[src/rtl/stall_arb.sv]
// Round-robin arbiter feeding one registered output slot with per-requester stall back-pressure.
// Define STALL_ARB_LOCK_EN to hold a grant across a packet until the beat with req_last=1.
module stall_arb #(
  parameter int N     = 4,
  parameter int WIDTH = 32,
  parameter int IDW   = $clog2(N)
) (
  input  logic                 clk,
  input  logic                 rst_n,
  input  logic [N-1:0]         req_valid,
  input  logic [N*WIDTH-1:0]   req_data,
  input  logic [N-1:0]         req_last,
  output logic [N-1:0]         req_stalled,
  output logic                 out_valid,
  output logic [WIDTH-1:0]     out_data,
  output logic                 out_last,
  input  logic                 out_stalled,
  output logic [IDW-1:0]       grant_id
);

  logic [IDW-1:0]   ptr;
  logic [IDW-1:0]   rr_win;
  logic             rr_hit;
  logic [IDW-1:0]   winner;
  logic [IDW-1:0]   ptr_nxt;
  logic             can_accept;
  logic             xfer;
  logic             ends_grant;
  logic [WIDTH-1:0] win_data;
  logic             win_last;
  int unsigned      scan_idx;

  assign can_accept = !out_valid || !out_stalled;

  // Scan ptr, ptr+1, ... with an explicit wrap so non-power-of-2 N never aliases.
  always_comb begin
    rr_win   = ptr;
    rr_hit   = 1'b0;
    scan_idx = 0;
    for (int unsigned k = 0; k < N; k++) begin
      scan_idx = int'(ptr) + k;
      if (scan_idx >= N) scan_idx = scan_idx - N;
      if (!rr_hit && req_valid[scan_idx]) begin
        rr_hit = 1'b1;
        rr_win = IDW'(scan_idx);
      end
    end
  end

`ifdef STALL_ARB_LOCK_EN
  typedef enum logic {IDLE, LOCKED} state_t;
  state_t         state, state_nxt;
  logic [IDW-1:0] lock_id, lock_id_nxt;

  always_ff @(posedge clk or negedge rst_n) begin
    if (!rst_n) begin
      state   <= IDLE;
      lock_id <= '0;
    end else begin
      state   <= state_nxt;
      lock_id <= lock_id_nxt;
    end
  end

  always_comb begin
    state_nxt   = state;
    lock_id_nxt = lock_id;
    case (state)
      IDLE: begin
        if (xfer && !win_last) begin
          state_nxt   = LOCKED;
          lock_id_nxt = winner;
        end
      end
      LOCKED: begin
        if (xfer && win_last) state_nxt = IDLE;
      end
      default: state_nxt = IDLE;
    endcase
  end

  assign winner     = (state == LOCKED) ? lock_id : rr_win;
  assign ends_grant = win_last;
`else
  assign winner     = rr_win;
  assign ends_grant = 1'b1;
`endif

  always_comb begin
    win_data = '0;
    win_last = 1'b0;
    for (int unsigned i = 0; i < N; i++) begin
      if (IDW'(i) == winner) begin
        win_data = req_data[i*WIDTH +: WIDTH];
        win_last = req_last[i];
      end
    end
  end

  always_comb begin
    req_stalled = '1;
    for (int unsigned i = 0; i < N; i++) begin
      req_stalled[i] = !((IDW'(i) == winner) && can_accept);
    end
  end

  assign xfer    = req_valid[winner] && can_accept;
  assign ptr_nxt = (winner == IDW'(N-1)) ? '0 : winner + IDW'(1);

  always_ff @(posedge clk or negedge rst_n) begin
    if (!rst_n) begin
      out_valid <= 1'b0;
      out_data  <= '0;
      out_last  <= 1'b0;
      grant_id  <= '0;
      ptr       <= '0;
    end else begin
      if (xfer) begin
        out_valid <= 1'b1;
        out_data  <= win_data;
        out_last  <= win_last;
        grant_id  <= winner;
        if (ends_grant) ptr <= ptr_nxt;
      end else if (can_accept) begin
        out_valid <= 1'b0;
      end
    end
  end

`ifndef SYNTHESIS
  a_onehot_grant: assert property (@(posedge clk) disable iff (!rst_n)
    $onehot0(~req_stalled & req_valid));
  a_hold_stable: assert property (@(posedge clk) disable iff (!rst_n)
    (out_valid && out_stalled) |=> ($stable(out_data) && $stable(out_last) && $stable(grant_id)));
  a_no_x: assert property (@(posedge clk) disable iff (!rst_n)
    out_valid |-> !$isunknown({out_data, out_last, grant_id}));
`endif

endmodule

[config.mk]
export PLATFORM = sky130hd
export DESIGN_NAME = stall_arb
export DESIGN_NICKNAME = d
export VERILOG_FILES = /design/src/rtl/stall_arb.sv
export SDC_FILE = /design/constraint.sdc
export NUM_CORES = 1
export LEC_CHECK = 0
export ABC_AREA = 1
export CAP_MARGIN = 30
export CORE_MARGIN = 3
export CORE_UTILIZATION = 25
export DETAILED_ROUTE_END_ITERATION = 7
export GPL_ROUTABILITY_DRIVEN = 0
export PLACE_DENSITY = 0.57
export SLEW_MARGIN = 20
export SYNTH_ARGS = -nofsm -noshare
export SYNTH_HDL_FRONTEND = slang
export SYNTH_SLANG_ARGS = --single-unit
[constraint.sdc]
create_clock -name clk -period 2.8 [get_ports clk]
set_input_delay 0.56 -clock clk [delete_from_list [all_inputs] [get_ports clk]]
set_output_delay 0.56 -clock clk [all_outputs]
set_load 0.01 [all_outputs]
Yosys cells after proc, flatten, opt, wreduce, memory -nomap -nowiden --
Index checks and enable logic that the tools add are counted.
Storage, ports and cells: bits in registers 38, bits of input ports 139, output and inout bits 40, word-level logic and storage cells 78
Operators by class: $add $sub $neg 8, magnitude comparators 9, equal/unequal tests 4, mux-type cells 32, reductions and logical operators 20
Operator list (count):
- $mux W32 | 8
- $lt A32 B3 Y1 const B | 4
- $mux W1 | 14
- $sub A3 B3 Y4 const B | 3
- $bmux W1 S2 | 5
- $mux W2 | 5
- $ge A3 B3 Y1 const B | 3
- $logic_not A1 Y1 | 9
- $logic_and A1 B1 Y1 | 8
- $add A2 B2 Y3 const B | 2
- $eq A2 B2 Y1 const A | 2
- $sub A2 B3 Y4 const B | 1
- $add A2 B1 Y3 const B | 1
- $ge A2 B3 Y1 const B | 1
- $lt A2 B3 Y1 const B | 1
- $add A2 B1 Y2 const B | 1
- $eq A1 B2 Y1 const A | 1
- $eq A2 B2 Y1 const B | 1
- $logic_not A2 Y1 | 1
- $reduce_bool A2 Y1 | 1
- $logic_or A1 B1 Y1 | 1

Depth between registers and ports, before layout --
depth in word-level cells 19, depth in mapped cells 22, mapped depth without buffers 19

Least setup slack after synthesis --
Ideal clock, no wire load.
path kind input to output, from input port req_valid[3], to output port req_stalled[2], data arrival time 2.054 ns, data required time 2.240 ns, setup slack 0.186 ns, cell stages on the path 13, path buffers 2, path through nand2_1 nand3_1 nand2_2 nand3_1 nand2_1 nand2_1 nand3_1 nand2_2 inv_2 ha_1 clkbuf_1 clkbuf_1 nand2_1
Between the ends: word-level cells in the longest chain between the ends 15, elaborated cells on any way between the ends 24
Ends and longest elaborated chain:
- start, declared | line 10 | input logic [N-1:0] req_valid,
- $bmux W1 S2 | line 43 | if (!rr_hit && req_valid[scan_idx]) begin
- $mux W1 (implied by the code) | line 43
- $mux W1 | line 43
- $logic_not A1 Y1 | line 43
- $logic_and A1 B1 Y1 | line 43
- $mux W1 | line 43
- $logic_not A1 Y1 | line 43
- $logic_and A1 B1 Y1 | line 43
- $mux W1 | line 43
- $logic_not A1 Y1 | line 43
- $logic_and A1 B1 Y1 | line 43
- $mux W2 (*) | line 43
- named net rr_win[1] | line 22 | logic [IDW-1:0] rr_win;
- $eq A2 B2 Y1 (*) | line 103 | req_stalled[i] = !((IDW'(i) == winner) && can_accept);
- $logic_and A1 B1 Y1 (*) | line 103
- $logic_not A1 Y1 (*) | line 103
- end, declared | line 13 | output logic [N-1:0] req_stalled,
The timed path passes the listed nets; every way through them passes the cells marked *. The select of a mux whose other input is x is not followed.

Final worst setup path --
from register ptr[0], to output port req_stalled[2]
Between the ends: word-level cells in the longest chain between the ends 17, elaborated cells on any way between the ends 39
Ends and longest elaborated chain:
- start, declared | line 21 | logic [IDW-1:0] ptr;
- start signal, assigned | line 123 | if (ends_grant) ptr <= ptr_nxt;
- parallel branches: the longest is 13 deep, another holds $sub A3 B3 Y4
- $mux W2 (*) | line 43
- named net rr_win[1] | line 22
- $eq A2 B2 Y1 (*) | line 103
- $logic_and A1 B1 Y1 (*) | line 103
- $logic_not A1 Y1 (*) | line 103
Mark *: on every way through the listed nets, which the timed path passes. The select of a mux whose other input is x is not followed.

==> results.txt <==
The flow ran to the end, and the final reports show no timing, DRC or antenna violations. The worst hold-check path type is in2async. The peak supply drop is 0.654 mV. Met2 routed wirelength: 6.26 mm. Entering global routing, the biggest net connects 67 pins. The area added between synthesis and finish works out to 77.8%. TritonCTS built the clock tree.

Number of buffers inserted during clock tree synthesis: 5. In this run the critical register-to-register path is launched from ptr[0]$_DFFE_PN0P_. The pre-CTS worst setup slack is -552 ps, and the via total after detailed routing is 3801. After synthesis, flip-flops and latches occupy 31.5% of the total area.

The critical path is of the reg2out type. The area share of the leading cell type in the synthesized netlist was 31.5%. The worst-case clock skew was 3.53 ps. Counting along the longest clock path gives a buffer depth of 2.

The biggest area contributor in the post-synthesis netlist is dfrtp_1. The max-capacitance violation count was 0. Setup repair after global routing could not meet its margin everywhere.

For this block, the routed nets add up to 12.5 mm of wire. STA classifies the critical path startpoint as a flop. The run gives 3020 µm² as the netlist area before placement. The dominant synthesized flop cell was dfrtp_1. Input and output buffers added on the ports amount to 178. Across all hold checks on the routed design, the worst slack comes to 389 ps.

For this run, design rule violations remaining after detail routing come to 0. The floorplan step defined a die boundary enclosing 13400 µm². In the final routing, the length of wire on met1 measures 5.39 mm. In this run, the number of DRC markers left after iteration 0 of detailed routing was 212. The detail-routed via count per cell was 4.72; the post-DP HPWL was 9.77 mm.

Static timing analysis puts the maximum clock frequency at 369 MHz. Number of failing setup endpoints in the final timing report: 0. Summing all placed instances gives a cell area of 5020 µm². Number of antenna violations at the first check in global routing: 0. The die is 116 µm tall.

The power density over cell area was 1450 nW/µm²; the number of distinct standard cells referenced by the synthesized netlist was 17. In this run the static leakage power is 2.44 nW. The die is 116 µm wide. The highest layer touched by signal routing is met4. By count the netlist is led by 191 x nand2_1, 82 x nand3_1, 66 x o21ai_0. For this configuration, the core starts out at a cell density of 26.0%. The critical path endpoint category is an output port. The tools report the via count of the first global-routing pass as 3774. During synthesis, Yosys emitted a total of 0 warnings. Counting flops with an async set or reset pin after synthesis yields a share of 100%. The worst register-to-register path has a depth of 20. When the netlist entered floorplanning its net count stood at 628. In this run the critical register-to-register path is captured at out_data[30]$_DFFE_PN0P_.

Dividing the detail-routed wire length by the instance count gives 15.5 µm. Count of state elements after synthesis: 38. The count of nets left with antenna violations once routing finished came out at 0. The layout cell share with drive strength beyond 1 was 13.6%.

The fraction of the cycle the final worst path needs works out to 96.7%. The clock tree root driver cell was clkbuf_16. The number of hold-repair buffers added at the cts stage is 0. The run gives 180 ps as the internal reg-to-reg setup slack. The most numerous cell in the Yosys netlist was nand2_1.

The number of enable flip-flop cells after synthesis was 0. The finished layout holds 806 standard cells, fillers aside. STA puts the critical path data required time at 2240 ps. After synthesis, the mean cell area works out to 6.23 µm². The total overflow left after global routing is 0. The setup slack of the critical path after layout is 92.8 ps. The run gives 5 as the detailed-router iteration count before antenna repair.

For the fill cell total of the finished layout, the log shows 1185. For the floorplan core area, the log shows 11600 µm². Global routing used 18.0% of the available tracks. The length of routed met3 wiring was 606 µm.

The logs give 806 for the net count reported at finish and 0 for the diode insertion count for antenna repair. Including well taps, the total number of placed cells is 794. Across the whole layout, storage elements account for 952 µm². The total number of clock tree sinks was 38. The tools report the count of endpoints failing hold in the final timing report as 0.

Ranked by total cell area, the synthesized netlist is headed by dfrtp_1 31%, nand2_1 24%, nand3_1 14%. In this run the tightest slew margin relative to its limit is 43.7%. The minimum period implied by the final worst setup slack was 2710 ps; the total number of placement rows was 39.

The total count of max-transition violations in the final report was 0; the final non-filler cell area was 5370 µm². 179 I/O pins were placed. The slew at the pin with the worst max-slew slack is 844 ps, and the area of combinational cells with multiple inputs is 1960 µm². In this run the number of H-tree levels came out at 2. For the worst-skew pair, the clock arrives at the later sink with an insertion delay of 280 ps. The register clock-pin slew on the reported worst setup and hold paths is 50 ps. The highest fanout seen on the critical path came out at 7. The gate count after technology mapping was 485; the arrival time at the worst endpoint was 2150 ps. For the global-route wire length before repair, the log shows 19.4 mm.
==> cells in the final DEF (no fill, tap or decap), types with 2 or more instances in the layout <==
cell             netlist  routed
clkbuf_1              25       2
a21oi_1               33      33
dlygate4sd2_1          0       3
clkinvlp_4             0       3
clkdlybuf4s50_1        0     169
nand2_1              191     183
inv_4                  0       3
buf_6                  6       6
dfrtp_1               38      37
clkbuf_2               0       3
nand2_4                3       8
nand3_2                1       4
o21ai_0               66      48
o21ai_1                0      15
o21ai_2                0       3
inv_2                  4       2
clkbuf_16              0       6
inv_1                  8       5
nand3_1               82      78
nand2_2               16      19
ha_4                   0       4
buf_12                 0       4
buf_4                  0      20
==> metrics by stage <==
| stage | TNS (ps) | power, mW | util (%) |
|---|---|---|---|
| after global placement | -11350 | 6.66 | 43.2 |
| after detailed placement | -14620 | 6.69 | 43.2 |
| after floorplan | 0 | 4.63 | - |
| after global routing | -101 | 8.66 | 46.2 |
| final | 0 | 7.79 | 46.2 |
| after CTS | 0 | 7.33 | 44.8 |
==> sequential cells by signal, summed over array words and instances (netlist names) <==
name / count
ptr: 2
out_data: 32
grant_id: 2
out_valid: 1
out_last: 1
==> critical path, stage by stage, from the launching register on <==
cell	delay, ps
dfrtp_2	480
clkinvlp_4	200
nand2_1	100
nand2_1	50
nand2_1	90
nand2_2	90
nand2_4	100
inv_2	50
nand2_4	70
nand3_2	90
nand2_4	120
inv_4	60
ha_4	180
nand2_1	80
buf_6	110
==> cells by family (layout without fill, tap and decap cells) <==
family	count (synthesis)	in the layout	share of synthesized area [%]
and+or+nand+nor	294	294	42.3
AOI/OAI and AO/OA	99	99	16.4
buffers and inverters	50	228	8.16
DFF	38	38	31.5
adders and majority gates	4	4	1.66
==> what timing repair did <==
item | 4_1_cts | 5_1_grt
gates cloned | 1 | 1
setup endpoints to repair | 37 | 37
hold endpoints to repair | 0 | 0
pin swaps | 1 | 12
buffers inserted | 2 | 1
resized for setup | 24 | 60
==> area by class of cell <==
type / count / share of cell area [%]
Timing Repair inverter: 1 / 0.140
Timing Repair Buffer: 208 / 38.7
Multi-Input combinational cell: 397 / 36.5
Clock buffer: 7 / 2.47
Sequential cell: 38 / 17.7
Tap cell: 143 / 3.33
Inverter: 12 / 1.12
==> worst max-delay path by stage <==
stage / from / end / slack [ps]
after floorplan: req_valid[3] / req_stalled[2] / 190
after global placement: req_valid[1] / req_stalled[2] / -480
after detailed placement: req_valid[3] / req_stalled[2] / -550
after CTS: ptr[0]$_DFFE_PN0P_ / req_stalled[1] / 3
after global routing: ptr[0]$_DFFE_PN0P_ / out_data[14]$_DFFE_PN0P_ / -30
final: ptr[0]$_DFFE_PN0P_ / req_stalled[2] / 90
==> report_power, final <==
part	switching, mW	leakage [nW]	internal, mW
sequential	0.144	0.493	0.795
combinational	3.73	1.88	2.60
clock	0.197	0.0640	0.325
total	4.07	2.44	3.72
==> per-layer routing <==
layer	track usage, %	vias up
met5	0	-
met2	30.8	121
met4	4.18	0
met1	24.2	1710
li1	-	1953
met3	2.30	17
Note: power is estimated with default switching activity, not from simulation.
